==> src/rtl/wb_port_arbiter.sv <==
// Register-file write-port arbiter: pipeline WB has priority, late results queue in a small FIFO.
// Define WBARB_STARVE_EN to enable the starvation counter and the one-cycle forced-drain stall.
module wb_port_arbiter #(
    parameter int DEPTH      = 4,
    parameter int STARVE_MAX = 8
) (
    input  logic        clk,
    input  logic        rst,
    input  logic        wb_regwrite,
    input  logic [4:0]  wb_dest,
    input  logic [31:0] wb_data,
    input  logic        lu_valid,
    input  logic [4:0]  lu_dest,
    input  logic [31:0] lu_data,
    output logic        lu_ready,
    output logic        pipe_stall,
    output logic        rf_we,
    output logic [4:0]  rf_waddr,
    output logic [31:0] rf_wdata
);
    localparam int AW = $clog2(DEPTH);
    localparam int CW = AW + 1;

    // state | meaning
    // IDLE  | FIFO empty
    // PEND  | late results waiting for an idle WB slot
    // FORCE | pipeline stalled one cycle while the FIFO head drains
`ifdef WBARB_STARVE_EN
    localparam int SW = $clog2(STARVE_MAX + 1);
    typedef enum logic [1:0] {IDLE, PEND, FORCE} state_t;
`else
    typedef enum logic [1:0] {IDLE, PEND} state_t;
`endif

    state_t          state_q, state_d;
    logic [CW-1:0]   cnt_q, cnt_d;
    logic [AW-1:0]   wr_ptr_q, wr_ptr_d;
    logic [AW-1:0]   rd_ptr_q, rd_ptr_d;
    logic            live_q [DEPTH];
    logic            live_d [DEPTH];
    logic [4:0]      dest_q [DEPTH];
    logic [4:0]      dest_d [DEPTH];
    logic [31:0]     data_q [DEPTH];
    logic [31:0]     data_d [DEPTH];
    logic            rf_we_q, rf_we_d;
    logic [4:0]      rf_waddr_q, rf_waddr_d;
    logic [31:0]     rf_wdata_q, rf_wdata_d;

    logic full, empty, commit, push, pop;

    assign full     = (cnt_q == CW'(DEPTH));
    assign empty    = (cnt_q == '0);
    assign lu_ready = !full;

`ifdef WBARB_STARVE_EN
    logic [SW-1:0] starve_q, starve_d;
    assign pipe_stall = (state_q == FORCE);
`else
    assign pipe_stall = 1'b0;
`endif

    assign commit = wb_regwrite && !pipe_stall && (wb_dest != 5'd0);
    // Writes to x0 are accepted from the late unit but never stored.
    assign push   = lu_valid && lu_ready && (lu_dest != 5'd0);
    assign pop    = !empty && !commit;

    always_comb begin
        live_d     = live_q;
        dest_d     = dest_q;
        data_d     = data_q;
        wr_ptr_d   = wr_ptr_q;
        rd_ptr_d   = rd_ptr_q;
        cnt_d      = cnt_q;
        rf_we_d    = 1'b0;
        rf_waddr_d = rf_waddr_q;
        rf_wdata_d = rf_wdata_q;

        if (commit) begin
            for (int i = 0; i < DEPTH; i++) begin
                if (dest_q[i] == wb_dest) live_d[i] = 1'b0;
            end
            rf_we_d    = 1'b1;
            rf_waddr_d = wb_dest;
            rf_wdata_d = wb_data;
        end else if (pop && live_q[rd_ptr_q]) begin
            rf_we_d    = 1'b1;
            rf_waddr_d = dest_q[rd_ptr_q];
            rf_wdata_d = data_q[rd_ptr_q];
        end

        if (pop) rd_ptr_d = rd_ptr_q + 1'b1;

        // An entry pushed alongside a commit to the same register is already stale.
        if (push) begin
            live_d[wr_ptr_q] = !(commit && (lu_dest == wb_dest));
            dest_d[wr_ptr_q] = lu_dest;
            data_d[wr_ptr_q] = lu_data;
            wr_ptr_d         = wr_ptr_q + 1'b1;
        end

        case ({push, pop})
            2'b10:   cnt_d = cnt_q + 1'b1;
            2'b01:   cnt_d = cnt_q - 1'b1;
            default: cnt_d = cnt_q;
        endcase
    end

`ifdef WBARB_STARVE_EN
    always_comb begin
        state_d  = state_q;
        starve_d = starve_q;
        case (state_q)
            IDLE: begin
                if (push) state_d = PEND;
            end
            PEND: begin
                if (pop) begin
                    starve_d = '0;
                    if ((cnt_q == CW'(1)) && !push) state_d = IDLE;
                end else if (commit) begin
                    if (starve_q == SW'(STARVE_MAX - 1)) begin
                        state_d  = FORCE;
                        starve_d = '0;
                    end else begin
                        starve_d = starve_q + 1'b1;
                    end
                end
            end
            FORCE: begin
                starve_d = '0;
                state_d  = ((cnt_q > CW'(1)) || push) ? PEND : IDLE;
            end
            default: begin
                state_d  = IDLE;
                starve_d = '0;
            end
        endcase
    end

    always_ff @(posedge clk) begin
        if (rst) starve_q <= '0;
        else     starve_q <= starve_d;
    end
`else
    always_comb begin
        state_d = state_q;
        case (state_q)
            IDLE:    if (push) state_d = PEND;
            PEND:    if (pop && (cnt_q == CW'(1)) && !push) state_d = IDLE;
            default: state_d = IDLE;
        endcase
    end
`endif

    always_ff @(posedge clk) begin
        if (rst) begin
            state_q    <= IDLE;
            cnt_q      <= '0;
            wr_ptr_q   <= '0;
            rd_ptr_q   <= '0;
            live_q     <= '{default: 1'b0};
            dest_q     <= '{default: 5'd0};
            data_q     <= '{default: 32'd0};
            rf_we_q    <= 1'b0;
            rf_waddr_q <= 5'd0;
            rf_wdata_q <= 32'd0;
        end else begin
            state_q    <= state_d;
            cnt_q      <= cnt_d;
            wr_ptr_q   <= wr_ptr_d;
            rd_ptr_q   <= rd_ptr_d;
            live_q     <= live_d;
            dest_q     <= dest_d;
            data_q     <= data_d;
            rf_we_q    <= rf_we_d;
            rf_waddr_q <= rf_waddr_d;
            rf_wdata_q <= rf_wdata_d;
        end
    end

    assign rf_we    = rf_we_q;
    assign rf_waddr = rf_waddr_q;
    assign rf_wdata = rf_wdata_q;

endmodule

==> config.mk <==
export PLATFORM = sky130hd
export DESIGN_NAME = wb_port_arbiter
export DESIGN_NICKNAME = d
export VERILOG_FILES = /design/src/rtl/wb_port_arbiter.sv
export SDC_FILE = /design/constraint.sdc
export NUM_CORES = 1
export LEC_CHECK = 0
export ABC_AREA = 1
export CAP_MARGIN = 10
export CELL_PAD_IN_SITES_DETAIL_PLACEMENT = 1
export CELL_PAD_IN_SITES_GLOBAL_PLACEMENT = 2
export CORE_MARGIN = 2
export CORE_UTILIZATION = 33
export CTS_CLUSTER_SIZE = 16
export DETAILED_ROUTE_END_ITERATION = 16
export PLACE_DENSITY = 0.95
export SLEW_MARGIN = 0
export SYNTH_ARGS = -nofsm -noshare
export SYNTH_HDL_FRONTEND = slang
export SYNTH_SLANG_ARGS = --single-unit
export TNS_END_PERCENT = 20
==> constraint.sdc <==
create_clock -name clk -period 6.35 [get_ports clk]
set_clock_uncertainty 0.1 [all_clocks]
set_input_delay 1.27 -clock clk [delete_from_list [all_inputs] [get_ports clk]]
set_output_delay 1.27 -clock clk [all_outputs]
set_load 0.03 [all_outputs]
==> results of run 1 <==
[sequential cells by signal, summed over array words and instances, names as in the netlist]
signal	count
rf_wdata	32
data_q	128
dest_q	20
cnt_q	3
rf_waddr	5
live_q	4
wr_ptr_q	2
rd_ptr_q	2
rf_we	1
[routing by layer]
metal	up-vias	GRT usage, %	wire length (um)
li1	4349	-	-
met1	4277	26.9	13900
met2	155	37.7	14900
met3	30	2.92	1120
met4	0	5.98	417
met5	-	0	0
[power by group through the flow]
| stage | clock network, uW | logic (uW) | registers (uW) |
|---|---|---|---|
| 2_1_floorplan | 0 | 725 | 1570 |
| 3_3_place_gp | 0 | 1120 | 1510 |
| 3_5_place_dp | 0 | 1160 | 1510 |
| 4_1_cts | 1180 | 1160 | 1490 |
| 5_1_grt | 1230 | 1300 | 1510 |
| 6_report | 1160 | 1160 | 1490 |
[worst register-to-register path, stage by stage (launching register included)]
cell and delay (ns):
dfxtp_4 0.40, inv_4 0.56, nand2_1 0.16, nand3_2 0.12, nand3_2 0.08, nand2_2 0.74, inv_4 0.40, nor2_1 0.29
nor2_1 0.05
[per-stage QoR]
step	hold WS (ns)	setup slack, ns	power [uW]
after floorplan	0.344	3.15	2300
after detailed placement	0.361	1.77	2670
after global placement	0.352	1.92	2640
after global routing	0.386	1.97	4040
final	0.371	2.22	3810
after CTS	0.372	2.21	3840
[final timing paths]
path                    start  slack (ns)  cells past startpoint      endpoint
setup / recovery   wb_dest[1]        2.22                      8   rf_waddr[4]
hold / removal    data_q[119]        0.37                      2   data_q[119]
setup reg to reg  rd_ptr_q[0]        3.33                      8  rf_wdata[19]
hold reg to reg   data_q[119]        0.37                      2   data_q[119]
[kinds of logic after synthesis]
group	after synthesis	synth area share [%]
flip-flops	197	43.6
other	1	0.0414
AND/OR/NAND/NOR	667	28.8
XOR/XNOR	16	1.55
adder cells (fa/ha/maj)	6	0.913
buffers and inverters	126	7.22
AO/OA/AOI/OAI	320	17.9
[area by class of cell]
class / instances / area (um^2) / share of cell area, %
multi-input cells: 1010 / 4460 / 41.3
flip-flops and latches: 197 / 3950 / 36.6
clock buffers: 21 / 482 / 4.46
inverters: 32 / 128 / 1.18
clock inverters: 10 / 143 / 1.32
repair buffers: 124 / 1220 / 11.3
well taps: 341 / 427 / 3.95
[layout by cell type (no fill, tap or decap), drive strengths merged]
cell type / count
nor2: 408
clkdlybuf4s50: 115
inv: 35
xnor2: 15
o21ai: 256
clkinv: 3
nand2: 240
conb: 1
bufinv: 3
a21boi: 1
nand4: 1
xor2: 1
clkbuf: 21
buf: 9
nand3: 17
ha: 5
a21oi: 59
o211ai: 3
nor3: 1
fa: 1
clkinvlp: 1
o22ai: 1
dfxtp: 197
==> metrics.md, run 1 <==
| Metric | Value |
|---|---|
| Crit path required time | `~6.6 ns` |
| Period Utilization, post-route | `between 60 and 70%` |
| P per Cell Area | `between 300 and 400 nW/um^2` |
| Slew @ Worst Pin | `1.09 ns` |
| Synth top area share | `a little over two fifths` |
| Layout overhead on the synthesized area | `19.3%` |
| Number of enable flip-flop cells after synthesis | `0` |
| FF+latch count, synth | `197` |
| Filler cells | `around 3400` |
| # rows | `60` |
| Max VDD drop | `around 0.18 mV` |
| Drt total wl | `30400 um` |
| Top-count cell post-synth | `nor2_1` |
| Placer Congestion | `just under 0.8` |
| Arrival time at the worst endpoint | `between 4 and 5 ns` |
| Vias in the first global route | `around 9000` |
| Primary FF master, synth | `dfxtp_1` |
| Top Family by Delay on Critical Path | `simple AND/OR/NAND/NOR gates` |
| IO Count | `about 120` |
| Antenna violations before repair | `0` |
| Clock buffer depth | `2` |
| Via density | `5.08` |
| DRC Markers | `0` |
| Final hold violations | `0` |
| CTS tree | `yes` |
| DP Area | `a little over 10000 um^2` |
| Post-layout net count | `roughly 1500` |
| Min cycle time layout | `roughly 4.1 ns` |
| Post-synthesis cell type count | `31` |
| Dominant cell type by area after synthesis | `dfxtp_1` |
| P_sw | `about 1400 uW` |
| Setup Buffers After CTS | `0` |
| Slowest stage delay, CP | `0.73 ns` |
| Remaining Overflow, GRT | `0` |
| Post-cts sizing count | `0` |
| CP Buf/Inv Count | `2` |
| Worst-path cell chain | `clkdlybuf4s50_1, nor2_2, nand4_4, nand2_4, nand2_2, inv_4, nand2_1, a21oi_1` |
| Root buffer cell | `clkbuf_16` |
| Clock-pin slew on the worst setup and hold paths | `~0.07 ns` |
| Port Buffers | `roughly 120` |
| Setup_tns | `0 ns` |
| CP Capture Type | `register` |
| Syn Area/Cell | `6.79 um^2` |
| Status | `finished clean` |
| Slew headroom | `27.5%` |
| Post-DRT Antenna Nets | `0` |
| Pint | `2440 uW` |
| Leakage | `between 0.004 and 0.005 uW` |
| Std-Cell Core Area | `roughly 27000 um^2` |
| DIE WIDTH | `roughly 170 um` |
| Die height | `approximately 170 um` |
| First-pass GRT wire length | `48400 um` |
| CP max-delay cell | `nand2_2` |
| # diodes | `0` |
| Max frequency | `~240 MHz` |
| Critical path class | `in -> reg` |
| DP HPWL | `16900 um` |
| Clock sinks | `about 200` |
| Cts hold-fix bufs | `0` |
| Ys async rst share | `0%` |
| H-tree levels | `4` |
| Vias | `between 8000 and 9000` |
| Yosys warning total | `0` |
| Worst skew pair latency | `approximately 0.43 ns` |
| Finished Layout Cells | `1735` |
| Drt pass-1 iters | `5` |
| Largest net degree at the start of global routing | `117` |
| Area of the mapped netlist | `between 9000 and 10000 um^2` |
| Syn_nets | `around 1400` |
| Maximum fanout along the worst path | `between 40 and 50` |
| Comb pwr share | `30.4%` |
| Most instantiated cells after synthesis | `404 x nor2_1, 236 x nand2_1, 201 x o21ai_0` |
| CP Launch Type | `input pin` |
| Final number of setup-violating endpoints | `0` |
| RSZ-0062 raised after global routing | `no` |
| Flop pwr share | `between 30% and 40%` |
| Sequential fraction of the synthesis area | `43.6%` |
| Clock network fraction of total power | `a little under a third` |
| Layout cell share with drive strength beyond 1 | `4.73%` |
| Cells after Synth | `1333` |
| WL per Instance | `around 18 um` |
| Starting Density | `between 30 and 40%` |
| Maximum Capacitance Violations | `0` |
| GR Util All Layers | `between 20% and 30%` |
| Placed cell count | `about 1700` |
| Min-delay worst type | `reg -> reg` |
| CTS Buf Count | `17` |
| Synth area leaders | `dfxtp_1 44%, nor2_1 17%, o21ai_0 11%` |
| Switching part of the total | `35.8%` |
| Pins over their slew limit | `0` |
| Die Area | `~29000 um^2` |
| 1st-iter DRT viols | `around 510` |
| Final Util | `between 40% and 50%` |
| Fin area | `roughly 11000 um^2` |
Power figures use the tool's default switching activity.
==> run 2, diff against run 1 <==
Settings changed: CORE_UTILIZATION 33 to 28, PLACE_DENSITY 0.95 to 0.89.
Clock period 6.35 ns to 3.4 ns, I/O delays scaled along.
==> metrics.md, run 2 (synthesis gave the netlist of run 1 again) <==
| Metric | Value |
|---|---|
| Status | `finished clean` |
| Layout cell share with drive strength beyond 1 | `6.08% (+1.3 points)` |
| Max VDD drop | `0.383 mV (+110%)` |
| Die Area | `33800 um^2 (+17%)` |
| P per Cell Area | `641 nW/um^2 (+82%)` |
| CTS tree | `yes` |
| Slew headroom | `56.7% (+29 points)` |
| Slew @ Worst Pin | `0.650 ns (-0.437 ns)` |
| Clock-pin slew on the worst setup and hold paths | `0.07 ns (about the same)` |
| Post-cts sizing count | `0 (unchanged)` |
| RSZ-0062 raised after global routing | `no` |
| Hold Crit Start | `data_q[102]` |
| Vias in the first global route | `9256 (+3.1%)` |
| Final number of setup-violating endpoints | `0 (unchanged)` |
| Via density | `4.89 (-3.8%)` |
| 1st-iter DRT viols | `502 (-0.99%)` |
| Antenna violations before repair | `0 (unchanged)` |
| Worst-path cell chain | `clkdlybuf4s50_1, inv_2, nand4_4, nand2_4, buf_4, inv_2, buf_4, nand2_1, nand2_1, nor2_1, nor2_1` |
| Drt pass-1 iters | `4 (-1)` |
| Largest register FFs | `128 (unchanged)` |
| Clock buffer depth | `2 (unchanged)` |
| Most frequent cells in the layout | `404 x nor2_1, 236 x nand2_1, 201 x o21ai_0` |
| Arrival time at the worst endpoint | `3.01 ns (-1.38 ns)` |
| Commonest non-fill, non-tap cell in the layout | `nor2_1` |
| Vias | `8878 (+0.76%)` |
| WL per Instance | `17.2 um (-2.0%)` |
| DIE WIDTH | `184 um (+8.4%)` |
| Post-layout net count | `1485 (+1.3%)` |
| CTS Buf Count | `17 (unchanged)` |
| Largest register by flop count | `data_q` |
| Fin Hold WS | `0.369 ns (-0.00116 ns)` |
| Min-delay worst type | `reg -> reg` |
| CP Capture Type | `register` |
| FF+latch area | `3950 um^2 (unchanged)` |
| Post-DRT Antenna Nets | `0 (unchanged)` |
| Root buffer cell | `clkbuf_16` |
| Maximum Capacitance Violations | `0 (unchanged)` |
| Reg2Reg Depth | `8 (unchanged)` |
| H-tree levels | `4 (unchanged)` |
| Leakage | `0.00448 uW (+1.8%)` |
| Hold depth | `2 (unchanged)` |
| Cts hold-fix bufs | `0 (unchanged)` |
| Setup Buffers After CTS | `0 (unchanged)` |
| Flop2flop setup slack | `1.17 ns (-2.16 ns)` |
| Remaining Overflow, GRT | `0 (unchanged)` |
| Worst skew pair latency | `0.46 ns (+0.03 ns)` |
| Critical path class | `in -> reg` |
| Std-Cell Core Area | `31700 um^2 (+18%)` |
| Port Buffers | `116 (unchanged)` |
| Largest net degree at the start of global routing | `112 (-4.3%)` |
| Clock sinks | `197 (unchanged)` |
| Final hold violations | `0 (unchanged)` |
| Starting Density | `28.5% (-5.0 points)` |
| Top Family by Delay on Critical Path | `buffers and inverters` |
| Pins over their slew limit | `0 (unchanged)` |
| Min cycle time layout | `between 2 and 3 ns` |
| Area of the multi-input gates | `4460 um^2 (unchanged)` |
| Layout overhead on the synthesized area | `21.7%` |
| GR Util All Layers | `19.0% (-2.3 points)` |
| # rows | `65 (+8.3%)` |
| Setup_tns | `0 ns (unchanged)` |
| Placer Congestion | `0.807 (+1.9%)` |
| Drt total wl | `31200 um (+2.7%)` |
| DRC Markers | `0 (unchanged)` |
| Max frequency | `361 MHz` |
| Period Utilization, post-route | `81.5%` |
| Slowest stage delay, CP | `0.53 ns (-0.20 ns)` |
| CP Buf/Inv Count | `5 (+3)` |
| First-pass GRT wire length | `50000 um (+3.4%)` |
| Die height | `184 um (+8.4%)` |
| Worst flop-to-flop path startpoint | `rd_ptr_q[0]` |
| Filler cells | `3978 (+18%)` |
| Worst flop-to-flop path endpoint | `rf_waddr[1]` |
| CP max-delay cell | `clkdlybuf4s50_1` |
| DP HPWL | `19000 um (+12%)` |
| Crit path required time | `3.64 ns (-2.98 ns)` |
| Min-Delay Endpoint | `data_q[102]` |
| Maximum fanout along the worst path | `41 (-2.4%)` |
| CP Launch Type | `input pin` |
| IO Count | `118 (unchanged)` |
[run 2: worst reg2reg max path, stage by stage (launching register included)]
cell     delay (ns)
dfxtp_4        0.64
inv_4          0.31
nand2_1        0.16
nand3_2        0.10
nand3_2        0.10
nand2_2        0.08
inv_4          0.41
nand2_1        0.11
a21oi_1        0.16
[run 2: how the worst max path moves through the flow]
stage	from	to	slack [ns]	depth (start not counted)
floorplan	wb_dest[2]	cnt_q[2]	0.79	14
global placement	wb_dest[3]	rf_wdata[9]	0.21	11
detailed placement	wb_dest[3]	rf_wdata[31]	0.13	11
CTS	wb_dest[3]	rf_wdata[16]	0.62	11
global route	wb_dest[3]	rf_wdata[16]	0.40	11
finish	wb_dest[3]	rf_wdata[16]	0.63	11
[run 2: power breakdown]
part           leakage, uW  internal, uW  switching (uW)
Clock             0.000287          1050            1030
Combinational      0.00258           751            1410
Sequential         0.00161          2600             212
Total              0.00448          4400            2660
[run 2: area by class of cell]
cell class,instances,area share (%)
Antenna cell,1,0.0227
Clock buffer,18,3.90
Clock inverter,14,1.47
Inverter,32,1.16
Multi-Input combinational cell,1010,40.5
Sequential cell,197,35.8
Tap cell,402,4.57
Timing Repair Buffer,143,12.6
[run 2: per-layer routing]
layer / vias up / global-route usage [%] / wire [um]
met5: - / 0 / 0
met1: 4288 / 23.9 / 14500
met4: 0 / 5.41 / 548
li1: 4391 / - / -
met3: 33 / 3.61 / 1320
met2: 166 / 33.0 / 14800
[run 2: through the flow]
stage               std cells  power [uW]  util (%)  area, um^2  worst slack [ns]
finish                   1817        7050      34.7       11000             0.629
CTS                      1816        7130      34.7       11000             0.621
global route             1816        7480      34.7       11000             0.403
global placement         1784        4980      32.8       10400             0.212
floorplan                1333        4290         -        9050             0.791
detailed placement       1784        5030      32.8       10400             0.126
==> edit 1: new RTL, flow settings as in run 1 <==
The option `WBARB_STARVE_EN` is turned on by a define.
--- a/src/rtl/wb_port_arbiter.sv
+++ b/src/rtl/wb_port_arbiter.sv
@@ -1,4 +1,6 @@
 // Register-file write-port arbiter: pipeline WB has priority, late results queue in a small FIFO.
 // Define WBARB_STARVE_EN to enable the starvation counter and the one-cycle forced-drain stall.
+`define WBARB_STARVE_EN
+
 module wb_port_arbiter #(
     parameter int DEPTH      = 4,
Behaviour: same outputs for any inputs over 4 cycles, from zero or initial values and one cycle with rst high; that may be too few to reach the edited logic, so the function may still have changed.
==> edit 1 against run 1 <==
- sequential cell count rose by 6
- sequential share of layout area shrank 0.14 points
- wire length is 4.9% lower
- design area is 3.5% higher
- sequential power increased by 5%
- die area is 1.6% higher
- clock power grew 28%
- total power grew 6.3%
- setup slack better by 0.32 ns
- via count decreased by 2.1%
- synthesized area up 1.7%
- critical path type unchanged
- critical endpoint is now rf_wdata[23]
- largest cell class unchanged
- largest power group unchanged
==> edit 1: results (changes against run 1) <==
[place]
place_inst = 1669  ; -2.1%
io_buffers = 117  ; +0.86%
gp_congestion = 0.7990  ; +0.97%
hpwlAfterDp_mm = 16.52  ; -2.5%

[finish]
nNetsFinal = 1406  ; -4.1%
drive_gt1_frac = 0.05393  ; +0.006587
largest_reg_flops = 128  ; unchanged

[drt]
dr.pass1.iters = 4  ; -1
wire_per_inst_um = 16.87  ; -3.7%
first_iter_violations = 477  ; -5.9%
vias = 8622  ; -2.1%
wirelength_mm = 28.90  ; -4.9%

[critical_path]
crit_fanout = 47  ; +12%
endpoint = rf_wdata[23]
critPathArrivalTime_ns = 4.09  ; -0.30 ns
cp-startpoint = wb_dest[2]

[yosys]
synth_top_area_share = 0.4418  ; +0.005944
synth_compound_area_frac = 0.2458  ; +0.06713
synth_cell_type_count = 34  ; +9.7%
synth_seq_area_share = 0.4418  ; +0.005944
synth_fa_ha_area_frac = 0.01360  ; +0.004476
syn_avg_cell_area_um2 = 7.255  ; +6.9%
yosys-top-cells-count = 241 x o21ai_0, 203 x dfxtp_1, 194 x nand2_1, 194 x nor2_1, 132 x a21oi_1
yosys-top-cells-area = dfxtp_1 44%, o21ai_0 13%, nand2_1 7.9%

[timing]
slew_headroom = 0.2152  ; -0.06009

[run_status]
status = complete, no violations

[clocking]
cts_buffer_depth = 3  ; +1
clkLatencyLatePin_ns = 0.52  ; +0.09 ns
numCtsBuffers = 25  ; +8

[pwr]
p_leak_uw = 0.004295  ; -2.4%

[grt]
grt_max_degree = 116  ; -0.85%
grt_pass1_wl_mm = 46.74  ; -3.4%

-- edit 1: layer usage --
layer  up-vias  routed length [um]  track usage
met4         0                 538      0.04827
met1      4163               13260       0.2567
met2       136               13910       0.3469
met3        41                1192      0.02591
li1       4282                   -            -
met5         -                   0            0
-- edit 1: final cells by class --
| type | count | area (um^2) |
|---|---|---|
| clock inverters | 11 | 155.1 |
| well taps | 378 | 473.0 |
| inverters | 73 | 284.0 |
| flip-flops and latches | 203 | 4069 |
| fillers | 3463 | 16450 |
| multi-input cells | 894 | 4292 |
| repair buffers | 121 | 1196 |
| clock buffers | 33 | 705.7 |
-- edit 1: worst reg2reg max path, stage by stage, from the launching register on --
cell,delay (ns)
dfxtp_4,1.12
inv_2,0.74
nand2_1,0.19
nand3_1,0.09
nand3_1,0.12
nand2_2,0.49
buf_4,0.46
o21ai_0,0.20
a31oi_1,0.05
-- edit 1: logic make-up after synthesis --
logic type / count (synthesis)
DFF: 203
buffers and inverters: 171
xor gates and xnor gates: 23
and+or+nand+nor: 423
adders and majority gates: 10
AOI/OAI and AO/OA: 438
-- edit 1: how the worst min path moves through the flow --
stage | slack (ns) | cells after the start | endpoint | from
finish | 0.35 | 2 | data_q[127] | data_q[127]
global route | 0.38 | 2 | data_q[90] | data_q[90]
CTS | 0.35 | 2 | data_q[127] | data_q[127]
detailed placement | 0.34 | 2 | data_q[127] | data_q[127]
global placement | 0.33 | 2 | data_q[127] | data_q[127]
floorplan | 0.32 | 2 | data_q[127] | data_q[127]
-- edit 1: report_power, final --
part	internal [uW]	switching, uW	total (uW)
combinational	359	633	992
clock	937	553	1490
sequential	1420	138	1560
total	2720	1320	4040
==> edit 2: new RTL, settings of run 1 <==
Made on the original files. Take the reset off `rf_wdata_q` and load it in a clocked block of its own.
--- a/src/rtl/wb_port_arbiter.sv
+++ b/src/rtl/wb_port_arbiter.sv
@@ -164,5 +164,4 @@
             rf_we_q    <= 1'b0;
             rf_waddr_q <= 5'd0;
-            rf_wdata_q <= 32'd0;
         end else begin
             state_q    <= state_d;
@@ -175,6 +174,9 @@
             rf_we_q    <= rf_we_d;
             rf_waddr_q <= rf_waddr_d;
-            rf_wdata_q <= rf_wdata_d;
         end
+    end
+
+    always_ff @(posedge clk) begin
+        rf_wdata_q <= rf_wdata_d;
     end
 
Behaviour: not the same (Yosys sat finds a counterexample within 4 cycles, from zero or initial values and one cycle with rst high).
==> edit 2 against run 1 <==
- critical path depth increased by 5
- total power fell by 2.9%
- wire length fell by 5.4%
- sequential cell count is the same
- critical endpoint is now cnt_q[2]
- sequential power is 6% higher
- setup slack better by 0.057 ns
- design area shrank 2.2%
- via count down 7.0%
- synthesized area down 1.9%
==> edit 2: results (changes against run 1) <==
[pwr]
max-vdd-ir-drop_mv = 0.1686  ; -6.7%
p_leak_uw = 0.004135  ; -6.0%

[grt]
grt_max_degree = 73  ; -38%
grtUsageTotal = 0.2094  ; -0.002980
grt_pass1_vias = 8769  ; -2.3%
antenna_found_initial = 0  ; unchanged
grt_pass1_wl_mm = 46.76  ; -3.4%

[yosys]
yosys-top-cells-count = 405 x nor2_1, 181 x o21ai_0, 165 x dfxtp_1, 142 x nand2_1, 59 x a21oi_1
yosys-top-cells-area = dfxtp_1 37%, nor2_1 17%, edfxtp_1 11%
synth_cell_type_count = 33  ; +6.5%
netlist_instances = 1196  ; -10%
synth_seq_area_share = 0.4803  ; +0.04443
synth_edf_count = 32  ; +32
syn_nets = 1280  ; -9.7%

[critical_path]
r2r_start = rd_ptr_q[1]
critPathArrivalTime_ns = 4.30  ; -0.09 ns
r2r_cells = 7  ; -1
r2r_slack_ns = 3.69  ; +0.36 ns
critPathMaxStageDelay_ns = 0.65  ; -0.08 ns
crit_fanout = 35  ; -17%
r2r-end = rf_waddr[0]

[drt]
wire_per_inst_um = 17.90  ; +2.1%
routed.top_layer = met4
dr_wl_met2_mm = 14.26  ; -4.4%
first_iter_violations = 408  ; -20%
viasPerCell = 5.101  ; +0.44%
wl_met3_um = 911  ; -19%
m1WireLength_mm = 13.22  ; -5.1%

[clocking]
post_cts_buffers = 0  ; unchanged
cts_buffer_depth = 2  ; unchanged
clkLatencyLatePin_ns = 0.44
cts_resized = 0  ; unchanged

[finish]
drive_gt1_frac = 0.04502  ; -0.002322
n_fill_cell = 3264  ; -3.3%
fin_cells = 1607  ; -7.4%

[timing]
tightest_slew_ns = 1.139  ; +0.05177 ns
finalHoldViolCount = 0  ; unchanged

[worst_hold_path]
worst_hold_path.endpoint = data_q[113]
min-delay-start = data_q[113]

[run_status]
status = complete, no violations

[place]
gp_congestion = 0.7922  ; +0.11%
hpwlAfterDp_mm = 16.72  ; -1.4%
dp_slack_ns = 1.886  ; +0.1204 ns

## edit 2: cell types whose count changed after synthesis, sizes merged
cell	delta
clkbuf	-7
dfxtp	-32
clkinv	-1
inv	+1
buf	-2
o21ai	-64
a31oi	+32
edfxtp	+32
nand3	-1
nand2	-95
## edit 2: per-layer routing
layer  up-vias  global-route usage
met5         -                   0
li1       3993                   -
met2       153              0.3706
met1      4028              0.2686
met3        23             0.02680
met4         0             0.05671
## edit 2: worst max-delay path, delay by kind of cell
family	cells	cell delay, ns
AOI/OAI and AO/OA	4	0.47
and+or+nand+nor	4	1.14
buffers and inverters	3	0.85
adders and majority gates	2	0.55
## edit 2: power breakdown
group / switching, uW / leakage, uW / internal [uW] / total (uW)
logic: 716 / 0.00222 / 366 / 1080
registers: 122 / 0.00166 / 1460 / 1580
clock network: 492 / 0.000251 / 536 / 1030
## edit 2: logic make-up after synthesis
| group | Yosys count | share of synthesized area |
|---|---|---|
| simple gates | 571 | 0.2544 |
| compound gates | 288 | 0.1694 |
| flops | 197 | 0.4803 |
| buf+inv | 117 | 0.07046 |
| xor+xnor | 16 | 0.01578 |
| fa+ha+maj | 6 | 0.009301 |
| other cells | 1 | 0.0004224 |
## edit 2: worst max path at each step
stage / startpoint / to / slack [ns] / cells past startpoint
finish: wb_dest[0] / cnt_q[2] / 2.28 / 13
floorplan: wb_dest[0] / cnt_q[2] / 3.16 / 14
global route: wb_dest[0] / cnt_q[2] / 1.97 / 13
detailed placement: wb_dest[0] / cnt_q[2] / 1.89 / 13
CTS: wb_dest[0] / cnt_q[2] / 2.31 / 13
global placement: wb_dest[0] / cnt_q[2] / 1.93 / 13
## edit 2: cell type report
| class | count | area share |
|---|---|---|
| Sequential cell | 197 | 0.4040 |
| Clock inverter | 14 | 0.01054 |
| Timing Repair Buffer | 123 | 0.1144 |
| Clock buffer | 18 | 0.04063 |
| Multi-Input combinational cell | 882 | 0.3779 |
| Tap cell | 341 | 0.04040 |
| Inverter | 32 | 0.01208 |
## edit 2: per-stage QoR
step,hold WS (ns),area (um^2),util
global route,0.3886,10560,0.3963
detailed placement,0.3584,10020,0.3760
global placement,0.3519,10020,0.3760
CTS,0.3693,10560,0.3963
finish,0.3682,10560,0.3963
floorplan,0.3440,8879,-
